**config.mk**
```make
export PLATFORM = sky130hd
export DESIGN_NAME = game_control
export DESIGN_NICKNAME = d
export VERILOG_FILES = /design/src/rtl/game_pkg.sv /design/src/rtl/hole_rng.sv /design/src/rtl/game_control.sv
export SDC_FILE = /design/constraint.sdc
export NUM_CORES = 1
export LEC_CHECK = 0
export ABC_AREA = 0
export ABC_CLOCK_PERIOD_IN_PS = 8490
export BUFFER_PORTS_ARGS = -buffer_cell sky130_fd_sc_hd__buf_2
export CAP_MARGIN = 0
export CORE_UTILIZATION = 60
export CTS_CLUSTER_DIAMETER = 200
export DETAILED_ROUTE_END_ITERATION = 7
export GPL_ROUTABILITY_DRIVEN = 0
export GPL_TIMING_DRIVEN = 0
export PLACE_DENSITY_LB_ADDON = 0.2
export SYNTH_ARGS = -nofsm -noshare
export SYNTH_HDL_FRONTEND = slang
export SYNTH_SLANG_ARGS = --single-unit
```
**constraint.sdc**
```tcl
create_clock -name clk -period 8.49 [get_ports clk]
set_input_delay 1.698 -clock clk [delete_from_list [all_inputs] [get_ports clk]]
set_output_delay 1.698 -clock clk [all_outputs]
set_load 0.05 [all_outputs]
```
**src/rtl/game_pkg.sv**
```systemverilog
// Shared types and constants for the hit-the-egg game sequencer.
// Holds the FSM state encoding, LED colour codes, LFSR taps and score limit.
package game_pkg;

  typedef enum logic [1:0] {
    ST_IDLE = 2'd0,
    ST_PLAY = 2'd1,
    ST_OVER = 2'd2
  } game_state_e;

  localparam logic [1:0] COL_OFF = 2'b00;
  localparam logic [1:0] COL_RED = 2'b01;
  localparam logic [1:0] COL_GRN = 2'b10;
  localparam logic [1:0] COL_YEL = 2'b11;

  // Fibonacci taps 16,14,13,11 expressed as bit positions 15,13,12,10.
  localparam logic [15:0] LFSR_TAPS = 16'hB400;

  localparam logic [4:0] SCORE_MAX = 5'd31;

  function automatic logic [15:0] onehot16(input logic [3:0] idx);
    return 16'd1 << idx;
  endfunction

endpackage

```
**src/rtl/hole_rng.sv**
```systemverilog
// Free-running 16-bit Fibonacci LFSR that picks the next hole to light.
// It never pauses, so the hole sequence depends on when the player presses start.
module hole_rng
  import game_pkg::*;
#(
  parameter logic [15:0] SEED = 16'hACE1
) (
  input  logic       clk,
  input  logic       rst_ni,
  output logic [3:0] hole_o
);

  logic [15:0] lfsr_q;
  logic [15:0] lfsr_d;

  assign lfsr_d = {lfsr_q[14:0], ^(lfsr_q & LFSR_TAPS)};
  assign hole_o = lfsr_q[3:0];

  // NOTE: sequential state uses non-blocking assignments so every register
  // samples the pre-edge values of the others, independent of block order.
  always_ff @(posedge clk) begin
    if (!rst_ni) begin
      lfsr_q <= SEED;
    end else begin
      lfsr_q <= lfsr_d;
    end
  end

endmodule

```
**src/rtl/game_control.sv**
```systemverilog
// Central sequencer for the hit-the-egg game: IDLE/PLAY/OVER flow, one-second
// countdown, mole spawning/expiry, hit detection and saturating score.
module game_control
  import game_pkg::*;
#(
  parameter int          SEC_DIV   = 1000000,
  parameter int          GAME_SEC  = 60,
  parameter int          MOLE_SEC  = 2,
  parameter logic [15:0] LFSR_SEED = 16'hACE1
) (
  input  logic        clk,
  input  logic        rst,
  input  logic        start,
  input  logic [15:0] key,
  input  logic        remake,
  output logic [16:0] position,
  output logic [5:0]  cnttime,
  output logic [4:0]  score,
  output logic [1:0]  color,
  output logic        correct
);

  localparam int              PW        = (SEC_DIV > 1) ? $clog2(SEC_DIV) : 1;
  localparam logic [PW-1:0]   PRE_LAST  = PW'(SEC_DIV - 1);
  localparam logic [5:0]      GAME_INIT = 6'(GAME_SEC);
  localparam logic [3:0]      MOLE_LAST = 4'(MOLE_SEC);

  game_state_e   state_q, state_d;
  logic [PW-1:0] pre_q, pre_d;
  logic [5:0]    cnt_q, cnt_d;
  logic [4:0]    score_q, score_d;
  logic [1:0]    color_q, color_d;
  logic          correct_q, correct_d;
  logic [16:0]   pos_q, pos_d;
  logic [3:0]    age_q, age_d;
  logic [15:0]   key_q;
  logic [15:0]   edge_q;

  logic [3:0]    rng_hole;
  logic [15:0]   rng_oh;
  logic [15:0]   spawn_oh;
  logic          tick;
  logic          hit;
  logic          expire;

  hole_rng #(
    .SEED(LFSR_SEED)
  ) u_rng (
    .clk   (clk),
    .rst_ni(rst),
    .hole_o(rng_hole)
  );

  // A new mole never reappears in the hole it just left.
  assign rng_oh   = onehot16(rng_hole);
  assign spawn_oh = (rng_oh == pos_q[15:0]) ? onehot16(rng_hole + 4'd1) : rng_oh;

  assign tick   = (pre_q == PRE_LAST);
  assign expire = ((age_q + 4'd1) == MOLE_LAST);
  assign hit    = (|edge_q) && (edge_q == pos_q[15:0]) && !pos_q[16];

  always_comb begin
    // NOTE: every next-state signal takes its hold value first, so no branch
    // below can leave one unassigned and infer a latch.
    state_d   = state_q;
    pre_d     = pre_q;
    cnt_d     = cnt_q;
    score_d   = score_q;
    color_d   = color_q;
    pos_d     = pos_q;
    age_d     = age_q;
    correct_d = 1'b0;

    case (state_q)
      ST_IDLE, ST_OVER: begin
        if (start) begin
          state_d = ST_PLAY;
          pre_d   = '0;
          cnt_d   = GAME_INIT;
          score_d = '0;
          pos_d   = {1'b0, spawn_oh};
          age_d   = '0;
          color_d = COL_RED;
        end
      end

      ST_PLAY: begin
        pre_d = tick ? '0 : pre_q + PW'(1);

        if (tick) begin
          cnt_d = cnt_q - 6'd1;
          age_d = age_q + 4'd1;
          // A scored mole is replaced on the tick after the hit; an unhit one
          // is replaced once it has been up for MOLE_SEC seconds.
          if (!hit && (pos_q[16] || expire)) begin
            pos_d   = {1'b0, spawn_oh};
            age_d   = '0;
            color_d = COL_RED;
          end
        end

        if (hit) begin
          score_d   = (score_q == SCORE_MAX) ? score_q : score_q + 5'd1;
          correct_d = 1'b1;
          pos_d     = {1'b1, pos_q[15:0]};
          color_d   = COL_GRN;
        end

        // The hit above is still scored, but the display asks for a fresh mole.
        if (remake) begin
          pos_d   = {1'b0, spawn_oh};
          age_d   = '0;
          color_d = COL_RED;
        end

        if (tick && (cnt_q == 6'd1)) begin
          state_d = ST_OVER;
          cnt_d   = '0;
          pos_d   = '0;
          color_d = COL_YEL;
        end
      end

      default: begin
        state_d = ST_IDLE;
      end
    endcase
  end

  always_ff @(posedge clk) begin
    if (!rst) begin
      state_q   <= ST_IDLE;
      pre_q     <= '0;
      cnt_q     <= GAME_INIT;
      score_q   <= '0;
      color_q   <= COL_OFF;
      correct_q <= 1'b0;
      pos_q     <= '0;
      age_q     <= '0;
      key_q     <= '0;
      edge_q    <= '0;
    end else begin
      state_q   <= state_d;
      pre_q     <= pre_d;
      cnt_q     <= cnt_d;
      score_q   <= score_d;
      color_q   <= color_d;
      correct_q <= correct_d;
      pos_q     <= pos_d;
      age_q     <= age_d;
      key_q     <= key;
      edge_q    <= key & ~key_q;
    end
  end

  assign position = pos_q;
  assign cnttime  = cnt_q;
  assign score    = score_q;
  assign color    = color_q;
  assign correct  = correct_q;

endmodule

```
==> After elaboration in Yosys (flattened, before gate mapping) <==
Cells that the tools add are included.
{ "word_totals": {"inputBits": 20, "regBits": 105} }
{ "classes": {"n_addsub": 5, "mux": 34, "bitwise": 2, "n_reduce_logical": 20, "n_eq_ne": 19, "n_shift": 2} }
{ "op_table": {"columns": ["operator", "n"], "rows": [
  ["$mux W17", 6],
  ["$mux W20", 2],
  ["$pmux W20 S2", 1],
  ["$pmux W17 S2", 1],
  ["$eq A16 B16 Y1", 2],
  ["$shl A1 B4 Y16 const A", 2],
  ["$add A20 B1 Y20 const B", 1],
  ["$eq A20 B20 Y1 const B", 1],
  ["$mux W6", 3],
  ["$and A16 B16 Y16", 1],
  ["$mux W16", 1],
  ["$mux W4", 4],
  ["$not A16 Y16", 1],
  ["$reduce_or A16 Y1", 1],
  ["$reduce_xor A16 Y1", 1],
  ["$mux W5", 3],
  ["$mux W2", 7],
  ["$ne A4 B4 Y1 const B", 3],
  ["$pmux W6 S2", 1],
  ["$ne A5 B5 Y1 const B", 2],
  ["$pmux W5 S2", 1],
  ["$add A4 B1 Y4 const B", 2],
  ["$ne A2 B2 Y1 const B", 4],
  ["$pmux W2 S2", 2],
  ["20 further kinds", 29]
]} }

==> Longest topological paths before layout <==
{ "depth": {"word_depth": 11, "mapped_depth": 11, "mapped_depth_nobuf": 8} }

==> Hierarchy <==
Synthesis repeated with hierarchy kept, for this count alone.
{ "unflattened": {"cells_unflattened": 564, "area_unflattened_um2": 4934.7} }
{ "modules_own_cells": {"columns": ["module", "instances", "area_each_um2", "cells_per_inst", "seq_area_each_um2"], "rows": [
  ["game_control", 1, 4453.0, 524, 1781.7],
  ["hole_rng", 1, 481.7, 40, 320.3]
]} }

==> Worst setup path after synthesis <==
OpenSTA, ideal clock, no wires.
{ "synth_timing": {"kind": "input to register", "startpoint": "in start", "endpoint": "reg pos_q[5] (netlist: position[5])", "path_slack_ps": 5342, "cell_stages": 8, "required_ps": 8417, "arrival_ps": 3075, "cell_sequence": "nand2b_1 clkbuf_1 and2_1 clkbuf_1 a221oi_2 nand4_2 buf_4 o22ai_2"} }
{ "synth_via": {"elab_chain_len": 2} }
{ "synth_rtl": {"columns": ["item", "line_no", "source"], "rows": [
  ["from (decl)", "game_control.sv:13", "input logic start,"],
  ["$ne A2 B2 Y1 (no source line)", null, null],
  ["$reduce_and A5 Y1 (no source line)", null, null],
  ["to (signal assigned)", "game_control.sv:149", "pos_q <= pos_d;"],
  ["to (decl)", "game_control.sv:34", "logic [16:0] pos_q, pos_d;"]
]} }
No other way between the ends.
A chain may end at the register's enable or synchronous reset.

==> Worst setup path in the final report <==
{ "layout_timing": {"startpoint": "reg u_rng.lfsr_q[1]", "endpoint": "reg pos_q[4] (netlist: position[4])"} }
{ "layout_via": {"elab_chain_len": 9} }
{ "layout_rtl": {"columns": ["item", "line_no", "source"], "rows": [
  ["from (decl)", "hole_rng.sv:13", "logic [15:0] lfsr_q;"],
  ["from (signal assigned)", "hole_rng.sv:25", "lfsr_q <= lfsr_d;"],
  ["$add A4 B1 Y4 / $shl A1 B4 Y16 (equally long branches)", "game_control.sv:56, game_pkg.sv:22", null],
  ["$shl A1 B4 Y16 / $eq A16 B16 Y1 (equally long branches)", "game_pkg.sv:22, game_control.sv:56", null],
  ["$mux W16 (*)", "game_control.sv:56", "assign spawn_oh = (rng_oh == pos_q[15:0]) ? onehot16(rng_hole + 4'd1) : rng_oh;"],
  ["$mux W17", "game_control.sv:95", "if (!hit && (pos_q[16] || expire)) begin"],
  ["$mux W17", "game_control.sv:90", "if (tick) begin"],
  ["$mux W17", "game_control.sv:102", "if (hit) begin"],
  ["$mux W17", "game_control.sv:110", "if (remake) begin"],
  ["$mux W17", "game_control.sv:116", "if (tick && (cnt_q == 6'd1)) begin"],
  ["$pmux W17 S2 (*)", "game_control.sv:74", "case (state_q)"]
]} }
Mark *: on every way between the ends. The rest lies on a longest branch, timed or not. The select of a mux whose other input is x is not followed.

==> flow_metrics.py <==
metrics = {
    "sta": {
        "post-route-period-util_pct": 39.00,
        "setup_viol": 0,
        "max_slew_margin_pct": 40.61,
        "worst_pin_slew_ns": 0.8841,
        "slew_violations": 0,
        "layout_min_cycle_time_ns": 3.311,
        "rsz0062_at_grt": "no",
        "hold_violations": 0,
        "fin_skew_ns": 0.01073,
        "max_freq_mhz": 302.0,
        "finalSetupTns_ns": 0,
    },
    "synth": {
        "yosys.area.top_type": "dfxtp_1",
        "ys_types": 66,
        "async_flop_share_pct": 0,
        "synth_top_area_share_pct": 40.95,
        "synth_ff_type": "dfxtp_1",
        "synth_edf_count": 0,
        "synth_fp_nets": 603,
        "syn_area_sq_um": 5134,
        "yosysSeqAreaShare_pct": 40.95,
        "syn_area_per_cell_sq_um": 8.944,
        "synth_cells": 574,
        "synth-seq-cells": 105,
        "ys_warn_count": 0,
        "synth.area.top_cells": "dfxtp_1 41%, nor2_1 4.1%, and2_1 3.8%",
    },
    "route": {
        "vias": 4448,
        "vias_per_cell": 5.978,
        "drc": 0,
        "wl_microns": 11730,
        "postRouteAntennaNets": 0,
        "dr.pass1.iters": 5,
        "drtIter0Drc": 176,
        "post_drt_wl_per_cell_microns": 15.77,
    },
    "global_routing": {
        "grt_overflow_total": 0,
        "track_usage_pct": 27.39,
        "first_global_vias": 4115,
        "antenna_found_initial": 0,
        "grt_max_degree": 19,
        "grt_pass1_wl_microns": 19140,
    },
    "clock_network": {
        "clock-sinks": 105,
        "hold_buffers": 0,
        "htreeDepth": 3,
        "clockRootBuffer": "clkbuf_8",
        "cts_max_path_buffers": 2,
        "cts_resized": 0,
        "cts_tree": "built",
        "cts_setup_buffers": 0,
        "insertion_delay_ns": 0.37,
        "cts_made_buffers": 9,
        "clk_pin_slew_ns": 0.11,
    },
    "final_layout": {
        "n_antenna_cell": 0,
        "area_growth_pct": 10.82,
        "finish.instance_area_sq_um": 5689,
        "final_cell_count_no_fill": 744,
        "fin_nets": 663,
        "drive_gt1_share_pct": 15.34,
    },
    "die": {
        "dieWidth_microns": 94.50,
        "die_y_microns": 94.50,
        "row_count": 33,
        "design.core.area_sq_um": 8258,
        "die_area_sq_um": 8930,
        "ios": 51,
        "start_util_pct": 62.17,
    },
    "critical_path": {
        "cp-end-kind": "flip-flop",
        "crit_fanout": 10,
        "path_class": "reg2reg",
        "cp.arrival_ns": 3.57,
        "crit_path_start_kind": "flip-flop",
        "worstPathRequired_ns": 8.75,
    },
    "status": {
        "status": "finished, final reports clean",
    },
    "pwr": {
        "leakage_nw": 2.183,
        "ir_drop_mv": 0.09810,
        "p_per_area_nw_per_um2": 174.9,
    },
    "placed_design": {
        "dp_hpwl_microns": 8731,
        "io_buffers": 49,
        "dp_cells": 728,
        "dpl-instance-area_sq_um": 5510,
    },
    "flow_run": {
        "maxCapViolations": 0,
    },
    "min_path": {
        "min_path_type": "reg2reg",
    },
}
==> synth_stat cells (9+ instances only) <==
master	count
nand2_1	50
and2_1	31
o22ai_1	9
xnor2_1	10
o22ai_2	10
nand2b_1	23
ha_1	9
nor3_1	12
nand3_1	13
mux2i_1	14
a21oi_1	25
nor2_1	56
nor4_1	11
xor2_1	21
nor2b_1	21
o21ai_0	10
clkbuf_1	16
dfxtp_1	105
==> layout make-up <==
type,count,area [sq um]
multi-input cells,431,2836
fillers,671,2569
flip-flops and latches,105,2102
repair buffers,49,245.2
plain buffers,30,165.2
well taps,105,131.4
clock buffers,10,127.6
clock inverters,6,51.30
inverters,8,30.03
==> layout by cell type, fill, tap and decap left out, types with 11 or more instances in the layout <==
| cell type | n |
|---|---|
| dfxtp_1 | 105 |
| nor2_1 | 56 |
| buf_2 | 52 |
| nand2_1 | 50 |
| and2_1 | 31 |
| a21oi_1 | 25 |
| nand2b_1 | 23 |
| nor2b_1 | 21 |
| xor2_1 | 21 |
| clkbuf_1 | 17 |
| mux2i_1 | 14 |
| nand3_1 | 13 |
| nor3_1 | 12 |
| nor4_1 | 11 |
==> per-stage QoR <==
step	worst slack, ns	hold slack, ns	utilization (%)	total power [mW]
after floorplan	5.342	0.3674	-	0.6759
after global placement	4.902	0.3714	66.73	0.7131
after detailed placement	4.862	0.3730	66.73	0.7170
after CTS	5.229	0.3870	68.89	0.9995
after global routing	4.995	0.3960	68.89	1.038
final	5.179	0.3850	68.89	0.9952
==> metal layers <==
layer	wire length (microns)	GRT usage, %	part of all wire (%)	up-vias
met5	0	0	0	-
met4	391	12.75	3.3	0
met3	806	5.395	6.9	39
met2	5804	47.04	49	186
met1	4731	32.88	40	2073
li1	-	-	-	2150
==> sequential cells by signal, summed over array words and instances, names as in the netlist <==
name / count
pre_q: 20
position: 17
edge_q: 16
key_q: 16
u_rng.lfsr_q: 16
cnttime: 6
score: 5
age_q: 4
color: 2
state_q: 2
correct: 1
==> final timing paths <==
check,end,start,cells after the start,slack (ns)
setup reg to reg,position[4],u_rng.lfsr_q[1],10,5.18
hold / removal,edge_q[13],key_q[13],1,0.38
setup / recovery,position[4],u_rng.lfsr_q[1],10,5.18
hold reg to reg,edge_q[13],key_q[13],1,0.38
==> critical path, stage by stage (launching register included) <==
cell and delay, ns:
dfxtp_1 0.44, clkbuf_1 0.39, and2_1 0.27, ha_1 0.32
or4bb_1 0.50, nand3_1 0.09, o211ai_1 0.13, nor4_4 0.44
buf_6 0.25, mux2i_1 0.27, o22ai_2 0.10
==> power breakdown <==
part	switching, mW	internal, mW	leakage [nW]
Sequential	0.0145	0.510	0.860
Combinational	0.110	0.0732	1.24
Clock	0.176	0.111	0.0863
==> cells by family (layout without fill, tap and decap cells) <==
| group | Yosys count | count (layout) | share of synthesized area [%] |
|---|---|---|---|
| compound gates | 91 | 91 | 12.80 |
| xor+xnor | 31 | 31 | 5.289 |
| flops | 105 | 105 | 40.95 |
| buf+inv | 38 | 103 | 3.802 |
| fa+ha+maj | 9 | 9 | 2.194 |
| mux | 19 | 19 | 3.826 |
| simple gates | 281 | 281 | 31.15 |
Note: power is estimated with default switching activity, not from simulation.
